$ cat src/rtl/mux_pkg.sv
// mux_pkg: shared mode encodings and select-width helper for registered mux/arbiter blocks
package mux_pkg;
  localparam int MUX_MODE_EXT = 0;
  localparam int MUX_MODE_RR = 1;
  function automatic int sel_width(input int n);
    return (n > 1) ? $clog2(n) : 1;
  endfunction
endpackage

$ cat src/rtl/rr_pick.sv
// rr_pick: combinational round-robin pick; the first request after `last` wins
module rr_pick #(
  parameter int INPUTS = 4,
  parameter int SEL_W = 2
) (
  input  logic [INPUTS-1:0] req,
  input  logic [SEL_W-1:0]  last,
  output logic [INPUTS-1:0] gnt,
  output logic [SEL_W-1:0]  idx,
  output logic              any
);
  logic [2*INPUTS-1:0] dbl;
  logic [INPUTS-1:0] rot;
  // rot[j] is the request j+1 places after last, wrapping mod INPUTS
  assign dbl = {req, req} >> (int'(last) + 1);
  assign rot = dbl[INPUTS-1:0];
  always_comb begin
    any = 1'b0;
    idx = '0;
    for (int j = INPUTS - 1; j >= 0; j--) begin
      if (rot[j]) begin
        any = 1'b1;
        idx = (int'(last) + 1 + j >= INPUTS) ? SEL_W'(int'(last) + 1 + j - INPUTS) : SEL_W'(int'(last) + 1 + j);
      end
    end
    for (int i = 0; i < INPUTS; i++) gnt[i] = any && (idx == SEL_W'(i));
  end
endmodule

$ cat src/rtl/mux_arb_reg.sv
// mux_arb_reg: N-input registered mux with valid/ready flow control,
// selecting by round-robin arbitration or by external select.
module mux_arb_reg import mux_pkg::*; #(
  parameter int WIDTH = 9,
  parameter int INPUTS = 4,
  parameter int SEL_W = sel_width(INPUTS),
  parameter int RR_MODE = MUX_MODE_RR
) (
  input  logic                    clk,
  input  logic                    reset,
  input  logic [INPUTS-1:0]       in_valid,
  input  logic [INPUTS*WIDTH-1:0] in_data,
  output logic [INPUTS-1:0]       in_ready,
  input  logic [SEL_W-1:0]        ext_sel,
  output logic                    out_valid,
  output logic [WIDTH-1:0]        out_data,
  output logic [SEL_W-1:0]        out_src,
  input  logic                    out_ready
);
  logic [SEL_W-1:0] ptr, rr_idx, src;
  logic [INPUTS-1:0] rr_gnt, ext_gnt;
  logic [WIDTH-1:0] data;
  logic rr_any, load, xfer;
  rr_pick #(.INPUTS(INPUTS), .SEL_W(SEL_W)) u_pick (
    .req(in_valid),
    .last(ptr),
    .gnt(rr_gnt),
    .idx(rr_idx),
    .any(rr_any)
  );
  assign load = !out_valid || out_ready;
  assign src = (RR_MODE == MUX_MODE_RR) ? rr_idx : ext_sel;
  assign in_ready = (reset || !load) ? '0 : (RR_MODE == MUX_MODE_RR) ? (rr_any ? rr_gnt : '0) : ext_gnt;
  assign xfer = |(in_valid & in_ready);
  // an out-of-range ext_sel matches no channel, so nothing is granted
  always_comb begin
    data = '0;
    for (int i = 0; i < INPUTS; i++) begin
      ext_gnt[i] = ext_sel == SEL_W'(i);
      if (src == SEL_W'(i)) data = in_data[i*WIDTH +: WIDTH];
    end
  end
  always_ff @(posedge clk) begin
    if (reset) begin
      out_valid <= 1'b0;
      out_data <= '0;
      out_src <= '0;
      ptr <= SEL_W'(INPUTS - 1);
    end else if (xfer) begin
      out_valid <= 1'b1;
      out_data <= data;
      out_src <= src;
      if (RR_MODE == MUX_MODE_RR) ptr <= src;
    end else if (out_ready) begin
      out_valid <= 1'b0;
    end
  end
endmodule

$ cat config.mk
export PLATFORM = sky130hd
export DESIGN_NAME = mux_arb_reg
export DESIGN_NICKNAME = d
export VERILOG_FILES = /design/src/rtl/mux_pkg.sv /design/src/rtl/rr_pick.sv /design/src/rtl/mux_arb_reg.sv
export SDC_FILE = /design/constraint.sdc
export NUM_CORES = 1
export LEC_CHECK = 0
export ABC_AREA = 0
export CAP_MARGIN = 20
export CORE_AREA = 4 4 56 58
export DETAILED_ROUTE_END_ITERATION = 8
export DIE_AREA = 0 0 60 62
export PLACE_DENSITY = 0.83
export SKIP_CTS_REPAIR_TIMING = 1
export SLEW_MARGIN = 30
export SYNTH_ARGS = -nofsm -noshare
export SYNTH_HDL_FRONTEND = slang
export SYNTH_SLANG_ARGS = --single-unit
export TNS_END_PERCENT = 20
$ cat constraint.sdc
create_clock -name clk -period 3.8 [get_ports clk]
set_input_delay 0.38 -clock clk [delete_from_list [all_inputs] [get_ports clk]]
set_output_delay 0.38 -clock clk [all_outputs]
set_load 0.05 [all_outputs]
==> results of run 1 <==
==> power groups by stage <==
stage,logic [uW],clock network (uW),registers (uW)
after detailed placement,237,0,173
final,236,112,170
after global placement,233,0,172
after floorplan,107,0,214
after global routing,250,122,172
after CTS,237,113,170
==> per-layer routing <==
metal / part of all wire [%] / wire length, um
met2: 52 / 1590
met4: 0 / 0
met5: 0 / 0
met3: 6.7 / 205
met1: 41 / 1250
==> registers in the layout, summed over array words and instances, names as in the netlist <==
signal	flops
out_data	9
out_src	2
ptr	2
out_valid	1
==> metrics by stage <==
step	cell area [um2]	std cells	hold WS [ns]	total power, uW	util [%]
after floorplan	1040	104	0.509	320	-
after global placement	1630	188	0.459	406	61.4
after detailed placement	1630	188	0.468	410	61.4
after CTS	1670	192	0.484	521	62.7
after global routing	1670	192	0.538	543	62.7
final	1670	192	0.495	518	62.7
==> cell families after synthesis <==
| group | Yosys count | share of synthesized area, % |
|---|---|---|
| flip-flops | 14 | 27.0 |
| AND/OR/NAND/NOR | 34 | 20.1 |
| AO/OA/AOI/OAI | 37 | 37.3 |
| buffers and inverters | 10 | 6.87 |
| multiplexers | 9 | 8.69 |
==> final cells by class <==
class	instances	area share (%)
well taps	31	2.32
inverters	1	0.225
flip-flops and latches	14	16.8
multi-input cells	80	41.0
repair buffers	62	37.5
clock buffers	4	2.17
==> synth_stat cells <==
cell type  count  area [um2]
mux2i_1        9        90.1
or3_4          1        11.3
clkbuf_1       4        15.0
nor2b_2        1        8.76
a21boi_1       1        7.51
buf_6          4        45.0
nor2_1         7        26.3
o21ai_1        1        5.00
o21bai_1      10        75.1
a221oi_2       9         135
nor2b_1        3        18.8
a21oi_1        2        10.0
nor3_1         1        5.00
nand2b_1       1        6.26
buf_4          1        7.51
a21oi_2        1        8.76
nor4_2         1        12.5
nand3_2        2        20.0
nor3_2         1        10.0
dfxtp_1       14         280
a31oi_1        1        6.26
o21bai_2       1        11.3
nand2_1        4        15.0
inv_1          1        3.75
a211oi_2       9         113
o21a_1         1        7.51
a21o_1         1        7.51
and2_1         2        12.5
and3_1        10        62.6
==> path summary, 6_finish.rpt <==
check	from	end	cells past startpoint	slack (ns)
worst max-delay path	reset	in_ready[2]	6	1.05
worst min-delay path	out_src[1]	out_src[1]	2	0.49
worst max register to register	ptr[1]	out_data[1]	6	1.66
worst min register to register	out_src[1]	out_src[1]	2	0.49
==> cells in the final DEF, fill, tap and decap left out, drive strengths merged <==
cell	synthesis	layout
clkbuf	4	4
clkdlybuf4s50	0	54
or3	1	1
nor4	1	1
dfxtp	14	14
nor2b	4	4
nand2	4	4
and3	10	10
nor3	2	2
a21boi	1	1
inv	1	1
a21oi	3	3
and2	2	2
mux2i	9	9
buf	5	8
a221oi	9	9
a21o	1	1
o21a	1	1
nor2	7	7
a211oi	9	9
o21bai	11	11
o21ai	1	1
nand3	2	2
a31oi	1	1
nand2b	1	1
==> worst reg2reg max path, delay by kind of cell, from the launching register on <==
family	cells	cell delay [ns]
AO/OA/AOI/OAI	3	0.70
flip-flops	1	0.43
AND/OR/NAND/NOR	2	0.54
buffers and inverters	1	0.34
==> summary.md, run 1 <==
| Metric | Value |
|---|---|
| Result of the run | completed |
| Core Footprint | 2660 um2 |
| Mapped Avg Cell Area | around 10 um2 |
| Clock root buffer master | clkbuf_4 |
| Path type of the worst min-delay path | reg2reg |
| Final critical-path share of the clock period | slightly above 70% |
| Via count of the first global-routing pass | 1039 |
| Setup tns final | 0 ns |
| Relative contribution of the clock network to total power | between 20 and 25% |
| Wire length of the first global-routing pass | between 5 and 6 mm |
| Global-route met1 utilization | between 20% and 30% |
| Power spent charging and discharging nets | 192 uW |
| Hold Vio Cnt, Final | 0 |
| Worst-margin pin slew | between 0.5 and 0.6 ns |
| Number of clock sinks | 14 |
| Global placer's final weighted congestion | between 0.7 and 0.8 |
| Mapped cell area | slightly above 1000 um2 |
| Post-place setup slack | 1.03 ns |
| Antenna violations before repair | 0 |
| Boundary Pins | between 60 and 70 |
| Max-slew headroom at the worst pin | ~65% |
| Combinational group share of total power | 45.6% |
| Number of endpoints failing setup at the final stage | 0 |
| Fillers | ~250 |
| Layout cell share with drive strength beyond 1 | 23.6% |
| Cells along the critical path | clkdlybuf4s50_1 > nor3_2 > buf_4 > nand3_2 > nor2_1 > buf_12 |
| Total overflow reported by the global router | 0 |
| Arrival time of data at the critical path endpoint | 2.37 ns |
| WL per Instance | between 15 and 20 um |
| Met2 Usage GRT | a little under a third |
| Initial core utilization | 39.0% |
| CP max stage delay | approximately 0.68 ns |
| Sequential fraction of the synthesis area | 27.0% |
| Total leakage power | slightly below 0.0007 uW |
| Switching part of the total | 37.1% |
| Num CTS Buffers | 3 |
| Area occupied by registers | about 280 um2 |
| Layout overhead on the synthesized area | 61.0% |
| Via Count | a little over 1000 |
| Die Span X | around 60 um |
| CP delay by family, top | buffers and inverters |
| Post-Syn Nets | 149 |
| Timing-limited maximum frequency | 0.363 GHz |
| Total iterations of the first detailed-routing run | 4 |
| Clock network latency to the later pin of the worst-skew pair | between 0.2 and 0.3 ns |
| Clock slew seen by the registers of the worst setup and hold paths | 0.10 ns |
| Largest net degree at the start of global routing | 17 |
| Library cells used by synthesis | 29 |
| Per-cell via count in the routed design | ~5.4 |
| Critical path buffer and inverter count | 3 |
| Critical Path Sink Type | primary output |
| Area enclosed by the die boundary | roughly 3700 um2 |
| Count of antenna-violating nets left after detailed routing | 0 |
| Number of rows in the core area | 19 |
| Share of total power in sequential cells | roughly 33% |
| Power density relative to cell area | roughly 310 nW/um2 |
| Highest fanout seen on the critical path | 16 |
| Multi-input logic area | 686 um2 |
| Max-cap viol count | 0 |
| Final slew viol count | 0 |
| Total routed wirelength | roughly 3 mm |
| Antenna cell count | 0 |
| Overall routing resource usage | around 18% |
| Most heavily used metal layer in global routing | met2 |
| Setup repair after global routing missed its margin | no |
| TritonCTS clock tree | yes |
| Worst setup path category | in2out |
| DP HPWL | roughly 2.3 mm |
| VDD IR max | 0.240 mV |
| Number of cells produced by synthesis | ~100 |
| Global routing usage on met3 | under 10% |
| Number of buffer cells added on primary ports | 58 |
| DRC marker count from the first detailed-route iteration | 16 |
| Net total in the final layout | between 200 and 250 |
| Required time at the endpoint of the critical path | between 3 and 4 ns |
| Residual DRC count | 0 |
| CTS max path bufs | 2 |
| Slowest library cell on the worst path | clkdlybuf4s50_1 |
| Shortest clock period the worst path allows after layout | about 2.8 ns |
| DIE HEIGHT | slightly above 60 um |
| Pint | roughly 330 uW |
| Final worst slack | approximately 1.0 ns |
| H-tree depth reported by CTS | 1 |
| Warnings, synthesis | 0 |
| Skew final | about 0.0065 ns |
| Number of register bits inferred by synthesis | 14 |
| Crit path launch type | primary input |
No activity file was read; power rests on OpenSTA's default activity.
==> run 2: changes to the inputs <==
--- a/config.mk
+++ b/config.mk
@@ -7,10 +7,10 @@
 export LEC_CHECK = 0
 export ABC_AREA = 0
 export CAP_MARGIN = 20
-export CORE_AREA = 4 4 56 58
+export CORE_AREA = 4 4 61 63
 export DETAILED_ROUTE_END_ITERATION = 8
-export DIE_AREA = 0 0 60 62
-export PLACE_DENSITY = 0.83
+export DIE_AREA = 0 0 65 67
+export PLACE_DENSITY = 0.74
 export SKIP_CTS_REPAIR_TIMING = 1
 export SLEW_MARGIN = 30
 export SYNTH_ARGS = -nofsm -noshare
==> constraint.sdc (replaced) <==
create_clock -name clk -period 2.5 [get_ports clk]
set_input_delay 0.25 -clock clk [delete_from_list [all_inputs] [get_ports clk]]
set_output_delay 0.25 -clock clk [all_outputs]
set_load 0.05 [all_outputs]
==> run 2 against run 1 <==
Net effect: final area rose by 4.6%; clock skew decreased by 0.0045 ns; largest power group unchanged; combinational power increased by 59%; sequential share of layout area fell by 0.73 points; via count grew 1.5%; critical endpoint is now in_ready[1]; first-iteration DRC count increased by 81%; clock-buffer cell count unchanged; power increased by 54%.
==> summary.md, run 2 (synthesized netlist as in run 1, its figures left out) <==
| Metric | Value |
|---|---|
| DRC marker count from the first detailed-route iteration | 29 (+13) |
| Number of buffer cells added on primary ports | 58 (unchanged) |
| Total routed wirelength | 3.29 mm (+8.2%) |
| Relative contribution of the clock network to total power | 20.6% (-1.0 points) |
| Pint | 508 uW (+56%) |
| Clock slew seen by the registers of the worst setup and hold paths | 0.09 ns (about the same) |
| Worst hold path startpoint | out_src[1] |
| Timing-limited maximum frequency | 0.454 GHz |
| Initial core utilization | 32.1% (-6.9 points) |
| Depth of the worst hold-timing path | 2 (unchanged) |
| Via Count | 1055 (+1.5%) |
| Critical Path Sink Type | primary output |
| Per-cell via count in the routed design | 4.95 (-8.5%) |
| Wire length of the first global-routing pass | 5.24 mm (+4.4%) |
| DIE HEIGHT | 67 um (+8.1%) |
| Max-slew headroom at the worst pin | 65.8% (+1.1 points) |
| Setup repair after global routing missed its margin | no |
| Num CTS Buffers | 3 (unchanged) |
| Number of endpoints failing setup at the final stage | 0 (unchanged) |
| Required time at the endpoint of the critical path | 2.25 ns (-1.17 ns) |
| Total length of routed met3 wires | 273 um (+33%) |
| Number of clock sinks | 14 (unchanged) |
| CP delay by family, top | buffers and inverters |
| Final worst slack | 0.296 ns (-0.749 ns) |
| Final non-filler cell total | 213 (+11%) |
| R2r setup slk | 0.76 ns (-0.90 ns) |
| TritonCTS clock tree | yes |
| Highest fanout seen on the critical path | 15 (-1) |
| Final critical-path share of the clock period | roughly nine tenths |
| Length of routed met2 wiring | 1.57 mm (-0.82%) |
| Post-place setup slack | 0.287 ns (-0.745 ns) |
| Largest net degree at the start of global routing | 16 (-1) |
| Layout cell share with drive strength beyond 1 | 26.3% (+2.7 points) |
| Count of antenna-violating nets left after detailed routing | 0 (unchanged) |
| Biggest registers after layout | out_data (9), out_src (2), ptr (2) |
| Critical path buffer and inverter count | 3 (unchanged) |
| Via count of the first global-routing pass | 1091 (+5.0%) |
| VDD IR max | 0.188 mV (-22%) |
| Share of total power in sequential cells | 32.4% (-0.4 points) |
| Number of rows in the core area | 21 (+2) |
| Worst-margin pin slew | 0.512 ns (-0.0168 ns) |
| Arrival time of data at the critical path endpoint | 1.95 ns (-0.42 ns) |
| Slowest library cell on the worst path | clkdlybuf4s50_1 |
| Most common cell after layout, fill and taps aside | clkdlybuf4s50_1 |
| Largest register FFs | 9 (unchanged) |
| Path type of the worst min-delay path | reg2reg |
| Layout overhead on the synthesized area | 68.4% |
| Area enclosed by the die boundary | 4360 um2 (+17%) |
| FF-to-FF Start | ptr[1] |
| Worst reg-to-reg path cell count | 6 (unchanged) |
| Total iterations of the first detailed-routing run | 4 (unchanged) |
| DP HPWL | 2.60 mm (+12%) |
| Skew final | 0.00205 ns (-0.00446 ns) |
| Total leakage power | 0.000704 uW (+4.6%) |
| CTS max path bufs | 2 (unchanged) |
| Total overflow reported by the global router | 0 (unchanged) |
| Setup tns final | 0 ns (unchanged) |
| Residual DRC count | 0 (unchanged) |
| Power density relative to cell area | 456 nW/um2 (+47%) |
| Uppermost signal routing layer after detailed routing | met4 |
| Tightest hold margin | 0.470 ns (-0.0247 ns) |
| Reg-to-reg endpoint | out_data[8] |
| Worst setup path category | in2out |
| Clock network latency to the later pin of the worst-skew pair | 0.28 ns (about the same) |
| Switching part of the total | 36.3% (-0.83 points) |
| Antenna cell count | 0 (unchanged) |
| Cells along the critical path | clkdlybuf4s50_1 > nand2_1 > a21o_1 > nand3_2 > buf_4 > and2_1 > buf_4 |
| H-tree depth reported by CTS | 1 (unchanged) |
| Endpoint with the worst hold slack | out_src[1] |
| Shortest clock period the worst path allows after layout | roughly 2.2 ns |
| Result of the run | completed |
| Core Footprint | 3230 um2 (+21%) |
| Boundary Pins | 61 (unchanged) |
| Fillers | 289 (+17%) |
| Register with the most flip-flops | out_data |
| Crit path launch type | primary input |
| Hold Vio Cnt, Final | 0 (unchanged) |
| Die Span X | 65 um (+8.3%) |
| Net total in the final layout | 213 (+2.9%) |
| Commonest non-fill, non-tap cells in the layout | clkdlybuf4s50_1, dfxtp_1, buf_4, and3_1, o21bai_1 |
| WL per Instance | 15.5 um (-2.5%) |
| Met1 Wirelength | 1.43 mm (+14%) |
| Antenna violations before repair | 0 (unchanged) |
| Final Total Pwr | 797 uW (+54%) |
| Max-cap viol count | 0 (unchanged) |
| Final slew viol count | 0 (unchanged) |
| Number of placed instances with taps included | 209 (+11%) |
| Power spent charging and discharging nets | 290 uW (+51%) |
| CP max stage delay | 0.56 ns (-0.12 ns) |
| Combinational group share of total power | 47.1% (+1.5 points) |
| Overall routing resource usage | 15.6% (-2.1 points) |
| Global placer's final weighted congestion | 0.747 (-0.57%) |
| Clock root buffer master | clkbuf_4 |
| Most frequent cell on the critical path | buf_4 |
## run 2: worst max-delay path by stage
stage / slack, ns / end / from / cells after the start
after detailed placement: 0.29 / in_ready[1] / in_valid[3] / 7
after global placement: 0.32 / in_ready[1] / in_valid[1] / 7
after global routing: 0.18 / in_ready[1] / in_valid[3] / 7
after CTS: 0.29 / in_ready[1] / in_valid[3] / 7
after floorplan: 0.41 / in_ready[2] / out_valid / 5
final: 0.30 / in_ready[1] / in_valid[3] / 7
## run 2: stage by stage
stage	area, um2	util, %
3_5_place_dp	1710	52.9
3_3_place_gp	1710	52.9
4_1_cts	1750	54.0
2_1_floorplan	1040	-
6_report	1750	54.0
5_1_grt	1750	54.0
## run 2: per-layer routing
metal,track usage [%],vias up
met4,5.01,0
met5,0,-
met1,17.7,489
li1,-,523
met3,5.56,2
met2,26.9,41
## run 2: cell type report
type                       count  area, um2  share of cell area, %
sequential                    14        280                   16.0
timing repair buffer          68        683                   39.1
multi-input combinational     80        686                   39.3
inverter                       1       3.75                  0.215
tap                           46       57.6                   3.30
clock buffer                   4       36.3                   2.08
## run 2: power groups by stage
stage / Clock, uW / Combinational, uW / Sequential (uW)
after CTS: 170 / 378 / 258
after floorplan: 0 / 162 / 325
after detailed placement: 0 / 377 / 263
final: 164 / 375 / 258
after global routing: 182 / 398 / 260
after global placement: 0 / 371 / 262
## run 2: worst register-to-register path, stage by stage, from the launching register on
cell	delay [ns]
dfxtp_1	0.43
nand2b_1	0.13
a21o_1	0.31
nand3_2	0.13
buf_4	0.23
a221oi_2	0.33
a211oi_2	0.07
==> run 3: changes to the inputs <==
--- a/config.mk
+++ b/config.mk
@@ -10,6 +10,7 @@
 export CORE_AREA = 4 4 61 63
 export DETAILED_ROUTE_END_ITERATION = 8
 export DIE_AREA = 0 0 65 67
+export HOLD_SLACK_MARGIN = 0.03
 export PLACE_DENSITY = 0.74
 export SKIP_CTS_REPAIR_TIMING = 1
 export SLEW_MARGIN = 30
==> results of run 3 <==
The final DEF is identical to that of run 2; final timing and power are the same.
